[src/rtl/oser_gearbox_if.sv]
// -----------------------------------------------------------------------------
// oser_gearbox_if
// Parallel-word input bus of the output serialiser gearbox.
//   IN_DATA  : LANES*RATIO parallel words, lane l at IN_DATA[l*RATIO +: RATIO]
//   IN_VALID : source offers IN_DATA
//   IN_READY : gearbox accepts IN_DATA at the next ECLK edge when IN_VALID=1
//   TRAIN    : training mode request (pattern replaces data while high)
// Modports: master = word source, slave = gearbox.
// -----------------------------------------------------------------------------
interface oser_gearbox_if #(
  parameter int RATIO = 7,
  parameter int LANES = 4
) ();
  logic [LANES*RATIO-1:0] IN_DATA;
  logic                   IN_VALID;
  logic                   IN_READY;
  logic                   TRAIN;

  modport master (output IN_DATA, output IN_VALID, output TRAIN, input IN_READY);
  modport slave  (input IN_DATA, input IN_VALID, input TRAIN, output IN_READY);
endinterface

[src/rtl/oser_gearbox.sv]
// -----------------------------------------------------------------------------
// oser_gearbox
// Serialises RATIO-bit parallel words on LANES lanes into {rise, fall} bit
// pairs for a downstream DDR output cell, one pair per ECLK cycle. Each lane
// keeps a small bit buffer (time order, bit 0 oldest); all lanes share one
// fill count, so a single control path serves every lane.
// Ports:
//   ECLK     : edge clock, all state on its rising edge
//   RSTB     : synchronous active-high reset
//   in_bus   : slave side of oser_gearbox_if (IN_DATA/IN_VALID/IN_READY/TRAIN)
//   Q_RISE   : per-lane first-in-time bit of the current pair (registered)
//   Q_FALL   : per-lane second-in-time bit of the current pair (registered)
//   UNDERRUN : one-cycle pulse marking a starved (idle) slot after first data
// -----------------------------------------------------------------------------
module oser_gearbox #(
  parameter int               RATIO     = 7,
  parameter int               LANES     = 4,
  parameter bit               LSB_FIRST = 1'b1,
  parameter logic [1:0]       IDLE_PAT  = 2'b00,
  parameter logic [RATIO-1:0] TRAIN_PAT = 7'b1100011
) (
  input  logic              ECLK,
  input  logic              RSTB,
  oser_gearbox_if.slave     in_bus,
  output logic [LANES-1:0]  Q_RISE,
  output logic [LANES-1:0]  Q_FALL,
  output logic              UNDERRUN
);

  // A word is only appended when at most two bits remain, so RATIO+2 bits
  // is the deepest the buffer can ever get.
  localparam int BUF_W = RATIO + 2;
  localparam int FW    = $clog2(RATIO + 3);
  localparam logic [FW-1:0] F_TWO   = FW'(2);
  localparam logic [FW-1:0] F_RATIO = FW'(RATIO);

  logic [FW-1:0]    f_q, f_d;
  logic [BUF_W-1:0] buf_q [LANES];
  logic [BUF_W-1:0] buf_d [LANES];
  logic [LANES-1:0] rise_q, rise_d;
  logic [LANES-1:0] fall_q, fall_d;
  logic             armed_q, armed_d;
  logic             undr_q, undr_d;
  logic             room;
  logic             append;
  logic [FW-1:0]    f_ext;

  // Training wins over data but never blocks draining: it only takes the
  // same slot a data word would have taken.
  assign room            = (f_q <= F_TWO);
  assign in_bus.IN_READY = room && !in_bus.TRAIN;
  assign append          = room && (in_bus.TRAIN || in_bus.IN_VALID);
  assign f_ext           = append ? (f_q + F_RATIO) : f_q;

  always_comb begin
    logic [RATIO-1:0] word;
    logic [BUF_W-1:0] ord;
    logic [BUF_W-1:0] ext;
    rise_d  = '0;
    fall_d  = '0;
    f_d     = f_q;
    armed_d = armed_q | append;
    // Idle can only happen without an append, so armed_q is the right flag.
    undr_d  = armed_q && (f_ext < F_TWO);
    for (int l = 0; l < LANES; l++) begin
      word = in_bus.TRAIN ? TRAIN_PAT : in_bus.IN_DATA[l*RATIO +: RATIO];
      ord  = '0;
      for (int k = 0; k < RATIO; k++) begin
        ord[k] = LSB_FIRST ? word[k] : word[RATIO-1-k];
      end
      // Bits above the fill count are always zero, so OR-in is an append.
      ext = buf_q[l] | (append ? (ord << f_q) : '0);
      if (f_ext >= F_TWO) begin
        rise_d[l] = ext[0];
        fall_d[l] = ext[1];
        buf_d[l]  = ext >> 2;
      end else begin
        // A lone odd leftover bit stays at the head until the next word.
        rise_d[l] = IDLE_PAT[1];
        fall_d[l] = IDLE_PAT[0];
        buf_d[l]  = ext;
      end
    end
    if (f_ext >= F_TWO) begin
      f_d = f_ext - F_TWO;
    end
  end

  // ---- register stage: buffer, fill count and output pair ----
  always_ff @(posedge ECLK) begin
    if (RSTB) begin
      f_q     <= '0;
      armed_q <= 1'b0;
      undr_q  <= 1'b0;
      rise_q  <= '0;
      fall_q  <= '0;
      for (int l = 0; l < LANES; l++) begin
        buf_q[l] <= '0;
      end
    end else begin
      f_q     <= f_d;
      armed_q <= armed_d;
      undr_q  <= undr_d;
      rise_q  <= rise_d;
      fall_q  <= fall_d;
      for (int l = 0; l < LANES; l++) begin
        buf_q[l] <= buf_d[l];
      end
    end
  end

  assign Q_RISE   = rise_q;
  assign Q_FALL   = fall_q;
  assign UNDERRUN = undr_q;

endmodule

[src/flat_wrapper.sv]
// flat-port wrapper written by rule: the top's interface ports become plain ports
module oser_gearbox_flat 
#(
  parameter int               RATIO     = 7,
  parameter int               LANES     = 4,
  parameter bit               LSB_FIRST = 1'b1,
  parameter logic [1:0]       IDLE_PAT  = 2'b00,
  parameter logic [RATIO-1:0] TRAIN_PAT = 7'b1100011
)
  (ECLK, RSTB, Q_RISE, Q_FALL, UNDERRUN, in_bus_IN_DATA, in_bus_IN_VALID, in_bus_TRAIN, in_bus_IN_READY);
  oser_gearbox_if #(.RATIO(RATIO), .LANES(LANES)) in_bus_i ();
  input  logic ECLK;
  input  logic RSTB;
  output logic [LANES-1:0] Q_RISE;
  output logic [LANES-1:0] Q_FALL;
  output logic UNDERRUN;
  input wire logic [$bits(in_bus_i.IN_DATA)-1:0] in_bus_IN_DATA;
  input wire logic [$bits(in_bus_i.IN_VALID)-1:0] in_bus_IN_VALID;
  input wire logic [$bits(in_bus_i.TRAIN)-1:0] in_bus_TRAIN;
  output wire logic [$bits(in_bus_i.IN_READY)-1:0] in_bus_IN_READY;
  assign in_bus_i.IN_DATA = in_bus_IN_DATA;
  assign in_bus_i.IN_VALID = in_bus_IN_VALID;
  assign in_bus_i.TRAIN = in_bus_TRAIN;
  assign in_bus_IN_READY = in_bus_i.IN_READY;
  oser_gearbox #(.RATIO(RATIO), .LANES(LANES), .LSB_FIRST(LSB_FIRST), .IDLE_PAT(IDLE_PAT), .TRAIN_PAT(TRAIN_PAT)) u_core (.ECLK(ECLK), .RSTB(RSTB), .in_bus(in_bus_i), .Q_RISE(Q_RISE), .Q_FALL(Q_FALL), .UNDERRUN(UNDERRUN));
endmodule
[config.mk]
export PLATFORM = sky130hd
export DESIGN_NAME = oser_gearbox_flat
export DESIGN_NICKNAME = d
export VERILOG_FILES = /design/src/rtl/oser_gearbox_if.sv /design/src/rtl/oser_gearbox.sv /design/src/flat_wrapper.sv
export SDC_FILE = /design/constraint.sdc
export NUM_CORES = 1
export LEC_CHECK = 0
export CAP_MARGIN = 5
export CORE_ASPECT_RATIO = 1.5
export CORE_UTILIZATION = 53
export CTS_CLUSTER_SIZE = 30
export DETAILED_ROUTE_END_ITERATION = 8
export GPL_ROUTABILITY_DRIVEN = 0
export PLACE_DENSITY = 0.82
export SYNTH_ARGS = -nofsm -noshare
export SYNTH_HDL_FRONTEND = slang
export SYNTH_SLANG_ARGS = --single-unit
[constraint.sdc]
create_clock -name ECLK -period 2.8 [get_ports ECLK]
set_input_delay 0.56 -clock ECLK [delete_from_list [all_inputs] [get_ports ECLK]]
set_output_delay 0.56 -clock ECLK [all_outputs]
set_load 0.02 [all_outputs]
==> results of run 1 <==
tightest hold or removal path: cells and delay by family (launching register included):
family / cells / cell delay (ns)
simple gates: 1 / 0.04
flops: 1 / 0.32
buf+inv: 1 / 0.04
state kept, by name (all words and copies together), names as in the netlist:
name / flops
u_core.buf_q: 36
u_core.UNDERRUN: 1
u_core.armed_q: 1
u_core.Q_FALL: 4
u_core.f_q: 4
u_core.Q_RISE: 4
synth_stat cells (9+ instances only):
cell type	instances	share of area [%]
nor2_1	45	6.5
inv_1	9	1.3
o21ai_0	12	2.3
a21oi_1	18	3.5
o22ai_1	31	7.5
mux2i_1	16	6.2
clkbuf_1	12	1.7
o221ai_1	12	4.1
a31oi_1	12	2.9
nand2b_1	17	4.1
nand2_1	9	1.3
dfxtp_1	50	39
path summary, 6_finish.rpt:
kind | end | start | depth (start not counted) | slack [ns]
max | in_bus_IN_READY | u_core.f_q[0]$_SDFFE_PP0P_ | 5 | 0.30
min | u_core.UNDERRUN$_SDFF_PP0_ | u_core.armed_q$_SDFF_PP0_ | 2 | 0.44
max reg2reg | u_core.buf_q[1][4]$_SDFF_PP0_ | u_core.f_q[1]$_SDFFE_PP0P_ | 6 | 0.68
min reg2reg | u_core.UNDERRUN$_SDFF_PP0_ | u_core.armed_q$_SDFF_PP0_ | 2 | 0.44
power groups by stage:
stage / Clock, uW / Combinational [uW] / Sequential, uW
floorplan: 0 / 1470 / 1090
global placement: 0 / 2010 / 1040
detailed placement: 0 / 2050 / 1060
CTS: 511 / 2070 / 1040
global route: 543 / 2290 / 1060
finish: 506 / 2100 / 1040
layer usage:
layer | part of all wire, % | vias to the layer above
li1 | - | 1197
met1 | 42 | 1128
met2 | 48 | 127
met3 | 6.5 | 21
met4 | 3.0 | 0
met5 | 0 | -
logic make-up after synthesis:
logic type	count (synthesis)	share of synthesized area, %
and+or+nand+nor	102	20.46
AOI/OAI and AO/OA	101	26.21
DFF	50	38.61
buffers and inverters	35	6.756
muxes	16	6.177
adders and majority gates	3	1.448
xor gates and xnor gates	1	0.3379
through the flow:
step | power (uW) | std cells | hold WS, ns
floorplan | 2564 | 308 | 0.4087
global placement | 3056 | 398 | 0.4280
detailed placement | 3107 | 398 | 0.4308
CTS | 3617 | 406 | 0.4444
global route | 3894 | 406 | 0.4665
finish | 3644 | 406 | 0.4398
area by class of cell:
class,instances,share of cell area [%]
clock inverter,3,1.262
sequential,50,31.56
clock buffer,5,2.170
timing repair buffer,52,16.33
multi-input combinational,223,45.09
tap,64,2.525
inverter,9,1.065
==> results.json, run 1 <==
{
  "placed_cell_area_mm2": 0.003063,
  "slowest_delay_ns": 0.57,
  "htreeDepth": 2,
  "post_cts_resized": 0,
  "slew_headroom_pct": 55.02,
  "drt-initial-drc-count": 183,
  "slowest_stage": "clkdlybuf4s50_1",
  "num_rows": 30,
  "numCtsBuffers": 5,
  "mostFrequentLayoutCells": "dfxtp_1, nor2_1, clkdlybuf4s50_1, o22ai_1, a21oi_1",
  "grt_use_total_pct": 27.80,
  "status": "finished, final reports clean",
  "fin_skew_ns": 0.006560,
  "met2_usage_pct": 44.83,
  "synth.distinct_cells": 39,
  "num_antenna_cells": 0,
  "synth_edf_count": 0,
  "clk_pin_slew_ns": 0.09,
  "cts-root-buf": "clkbuf_8",
  "seq_area_mm2": 0.001001,
  "final-setup-viol-count": 0,
  "grt_pass1_wl_um": 11010,
  "drt_pre_antenna_iters": 4,
  "drt-vias-per-instance": 6.091,
  "internal_power_uw": 2083,
  "grt_setup_unrepaired": "false",
  "syn-cell-area_mm2": 0.002592,
  "dp_hpwl_um": 4421,
  "synth_area_per_cell_um2": 8.417,
  "area_growth_syn_to_layout_pct": 22.35,
  "hold_viol": 0,
  "num_io_pins": 42,
  "synthArstFlopShare_pct": 0,
  "yosys_warnings": 0,
  "fin_util_pct": 68.70,
  "first_global_vias": 2362,
  "antenna_found_initial": 0,
  "syn_inst": 308,
  "nNetsFinal": 376,
  "power_frac_clock_pct": 13.9,
  "clk_latency_ns": 0.31,
  "fin_crit_sh_pct": 89.45,
  "die_h_um": 87.66,
  "design_area_mm2": 0.003172,
  "vias": 2473,
  "cp-end-kind": "output pin",
  "overflow": 0,
  "critPathLaunchType": "flop",
  "routed_wl_um": 6650,
  "power_switching_uw": 1561,
  "grtUsageMet1_pct": 35.14,
  "met3_usage_pct": 5.170,
  "switching_share_pct": 42.83,
  "io_buffers": 41,
  "clock.fmax_mhz": 399.3,
  "postLayoutSetupSlackWorst_ns": 0.2955,
  "start_util_pct": 56.15,
  "critical-path-top-delay-family": "buffers and inverters",
  "cp.required_ns": 2.24,
  "tns_ns": 0,
  "pwr-share-seq_pct": 28.5,
  "cp_data_arrival_time_ns": 1.94,
  "power.leakage_uw": 0.001131,
  "cts_tree": "yes",
  "period_minus_slack_ns": 2.504,
  "grt_max_degree": 53,
  "final_max_slew_viol_count": 0,
  "cts_sinks": 50,
  "crit_chain": "inv_1, ha_1, nor2b_1, nor3_1, clkdlybuf4s50_1",
  "p_comb_share_pct": 57.6,
  "synth-seq-cells": 50,
  "worst_pin_slew_ns": 0.6695,
  "postRouteAntennaNets": 0,
  "crit_path_max_fanout": 5,
  "clk_path_buf_depth": 2,
  "drc": 0,
  "cap_viol_max_count": 0,
  "dieArea_mm2": 0.005181,
  "ir_worst_vdd_mv": 0.9396,
  "fp.dieW_um": 59.11,
  "drive_gt1_share_pct": 9.357,
  "worstSetupPathType": "reg -> out",
  "nFillCells": 414,
  "synth_seq_area_share_pct": 38.61,
  "grt-busiest-layer": "met2",
  "synth_flop_cell": "dfxtp_1",
  "core_mm2": 0.004617,
  "wire_per_inst_um": 16.38,
  "ctsHoldBuffers": 0,
  "mappedNetlistNets": 343,
  "place_ws_ns": 0.09484,
  "power.density_mw_per_mm2": 1149,
  "cp.buffers_inverters": 2,
  "min_path_type": "reg -> reg",
  "cts_setup_buffers": 0,
  "final_common_cell": "dfxtp_1",
  "multi_input_area_mm2": 0.001430
}
Power figures use the tool's default switching activity.
==> inputs of run 2 (changes only) <==
--- a/config.mk
+++ b/config.mk
@@ -7,11 +7,11 @@
 export LEC_CHECK = 0
 export CAP_MARGIN = 5
 export CORE_ASPECT_RATIO = 1.5
-export CORE_UTILIZATION = 53
+export CORE_UTILIZATION = 35
 export CTS_CLUSTER_SIZE = 30
 export DETAILED_ROUTE_END_ITERATION = 8
 export GPL_ROUTABILITY_DRIVEN = 0
-export PLACE_DENSITY = 0.82
+export PLACE_DENSITY = 0.59
 export SYNTH_ARGS = -nofsm -noshare
 export SYNTH_HDL_FRONTEND = slang
 export SYNTH_SLANG_ARGS = --single-unit
==> run 2 against run 1 <==
First-iteration DRC count rose by 51%. Critical path depth fell by 2. Core utilization fell by 23 points. Count of clock-buffer cells in the layout did not move. Register-to-register slack barely moved. Fmax fell by 0.79%. Global-route usage fell by 9.3 points. Power rose by 4.7%. Worst hold slack improved by 0.012 ns. Worst setup slack got worse by 0.020 ns. Largest cell class unchanged. Largest power group unchanged. Highest routed layer unchanged.
==> results.json, run 2 (synthesized netlist as in run 1, its figures left out) <==
{
  "status": "finished, final reports clean",
  "worst_pin_slew_ns": 0.4515,
  "slew_headroom_pct": 69.90,
  "crit_chain": "clkdlybuf4s50_1, nor3_1, clkdlybuf4s50_1",
  "routed_wl_um": 7019,
  "drt-initial-drc-count": 276,
  "fp.dieW_um": 72.27,
  "cp-end-kind": "output pin",
  "grt_max_degree": 53,
  "cp_data_arrival_time_ns": 1.96,
  "clk_latency_ns": 0.31,
  "grt_pass1_wl_um": 11270,
  "postRouteAntennaNets": 0,
  "io_buffers": 41,
  "htreeDepth": 2,
  "cts_tree": "yes",
  "regMostFlops": "u_core.buf_q",
  "clk_pin_slew_ns": 0.09,
  "area_growth_syn_to_layout_pct": 27.12,
  "path_common_cell": "clkdlybuf4s50_1",
  "die_h_um": 107.4,
  "clock.fmax_mhz": 396.1,
  "drt-vias-per-instance": 5.383,
  "critPathLaunchType": "input port",
  "first_global_vias": 2201,
  "p_comb_share_pct": 56.8,
  "internal_power_uw": 2231,
  "reg2reg_depth": 7,
  "overflow": 0,
  "cts-root-buf": "clkbuf_8",
  "cp.required_ns": 2.24,
  "slowest_stage": "clkdlybuf4s50_1",
  "post_cts_resized": 0,
  "power_frac_clock_pct": 16.1,
  "grt_use_total_pct": 18.54,
  "crit_path_max_fanout": 3,
  "final_common_cell": "dfxtp_1",
  "vias": 2406,
  "dieArea_mm2": 0.007762,
  "dp_hpwl_um": 4642,
  "core_mm2": 0.007179,
  "dp_cells": 439,
  "grt_setup_unrepaired": "false",
  "fin_skew_ns": 0.008772,
  "hold_start": "u_core.armed_q$_SDFF_PP0_",
  "tns_ns": 0,
  "ctsHoldBuffers": 0,
  "num_rows": 38,
  "timing.rr.end": "u_core.buf_q[3][1]$_SDFF_PP0_",
  "timing.rr.start": "u_core.f_q[1]$_SDFFE_PP0P_",
  "min_path_type": "reg -> reg",
  "start_util_pct": 36.11,
  "hold_viol": 0,
  "fin_crit_sh_pct": 90.16,
  "clk_path_buf_depth": 2,
  "slowest_delay_ns": 0.64,
  "power.density_mw_per_mm2": 1158,
  "pwr-share-seq_pct": 27.0,
  "cts_setup_buffers": 0,
  "drive_gt1_share_pct": 10.66,
  "switching_share_pct": 41.52,
  "nNetsFinal": 381,
  "mostFrequentLayoutCells": "dfxtp_1, nor2_1, clkdlybuf4s50_1, o22ai_1, a21oi_1",
  "cts_sinks": 50,
  "ff2ff_setup_slack_ns": 0.68,
  "num_antenna_cells": 0,
  "num_io_pins": 42,
  "drt_pre_antenna_iters": 4,
  "whs_path_depth": 2,
  "cap_viol_max_count": 0,
  "fin_cells": 447,
  "worstSetupPathType": "in -> out",
  "largest_register_ffs": 36,
  "antenna_found_initial": 0,
  "final_max_slew_viol_count": 0,
  "period_minus_slack_ns": 2.524,
  "numCtsBuffers": 5,
  "power_switching_uw": 1584,
  "drc": 0,
  "final-setup-viol-count": 0,
  "min_to": "u_core.UNDERRUN$_SDFF_PP0_",
  "ir_worst_vdd_mv": 0.4015,
  "wire_per_inst_um": 15.70,
  "power.leakage_uw": 0.001174
}
run 2: changes by cell type in the layout (fill, tap and decap cells not counted):
cell | previous run | this run
buf_4 | 9 | 13
clkinv_2 | 2 | 0
buf_12 | 2 | 3
bufinv_16 | 1 | 2
clkinv_4 | 0 | 1
run 2: layout make-up:
type	count	area, um^2
Inverter	9	33.78
Fill cell	726	3884
Sequential cell	50	1001
Clock inverter	3	68.82
Multi-Input combinational cell	223	1430
Tap cell	100	125.1
Timing Repair Buffer	57	568.0
Clock buffer	5	68.82
run 2: routing by layer:
layer  routed length [um]  vias up  GRT usage [%]
met5                    0        -              0
li1                     -     1206              -
met2                 3444       79          29.77
met4                  104        0          6.162
met1                 3121     1113          25.17
met3                  348        8          2.715
run 2: stage by stage:
step | hold slack, ns | cell area (um^2) | power, uW | setup slack (ns) | utilization (%)
2_1_floorplan | 0.4087 | 2592 | 2564 | 0.3783 | -
3_3_place_gp | 0.4337 | 3158 | 3177 | 0.2672 | 43.99
3_5_place_dp | 0.4342 | 3158 | 3196 | 0.2265 | 43.99
4_1_cts | 0.4522 | 3296 | 3818 | 0.2302 | 45.90
5_1_grt | 0.4598 | 3296 | 4061 | 0.2065 | 45.90
6_report | 0.4520 | 3296 | 3815 | 0.2756 | 45.90
run 2: worst max-delay path by stage:
stage,from,endpoint,slack (ns),cells past startpoint
5_1_grt,in_bus_TRAIN,in_bus_IN_READY,0.21,3
6_report,in_bus_TRAIN,in_bus_IN_READY,0.28,3
4_1_cts,in_bus_TRAIN,in_bus_IN_READY,0.23,3
3_5_place_dp,in_bus_TRAIN,u_core.buf_q[3][1]$_SDFF_PP0_,0.23,6
2_1_floorplan,u_core.f_q[0]$_SDFFE_PP0P_,u_core.buf_q[0][0]$_SDFF_PP0_,0.38,10
3_3_place_gp,in_bus_TRAIN,u_core.buf_q[2][6]$_SDFF_PP0_,0.27,6
run 2: power groups by stage:
stage | combinational [uW] | clock [uW] | sequential [uW]
global placement | 2140 | 0 | 1040
global route | 2360 | 650 | 1050
CTS | 2160 | 627 | 1030
floorplan | 1470 | 0 | 1090
finish | 2170 | 616 | 1030
detailed placement | 2150 | 0 | 1050
run 2: critical path, delay by kind of cell:
| family | cells | cell delay (ns) |
|---|---|---|
| and+or+nand+nor | 1 | 0.25 |
| buffers and inverters | 2 | 1.16 |
==> inputs of run 3 (changes only) <==
--- a/config.mk
+++ b/config.mk
@@ -12,6 +12,7 @@
 export DETAILED_ROUTE_END_ITERATION = 8
 export GPL_ROUTABILITY_DRIVEN = 0
 export PLACE_DENSITY = 0.59
+export SLEW_MARGIN = 20
 export SYNTH_ARGS = -nofsm -noshare
 export SYNTH_HDL_FRONTEND = slang
 export SYNTH_SLANG_ARGS = --single-unit
==> results of run 3 <==
No change in the layout: final DEF, timing and power equal those of run 2.
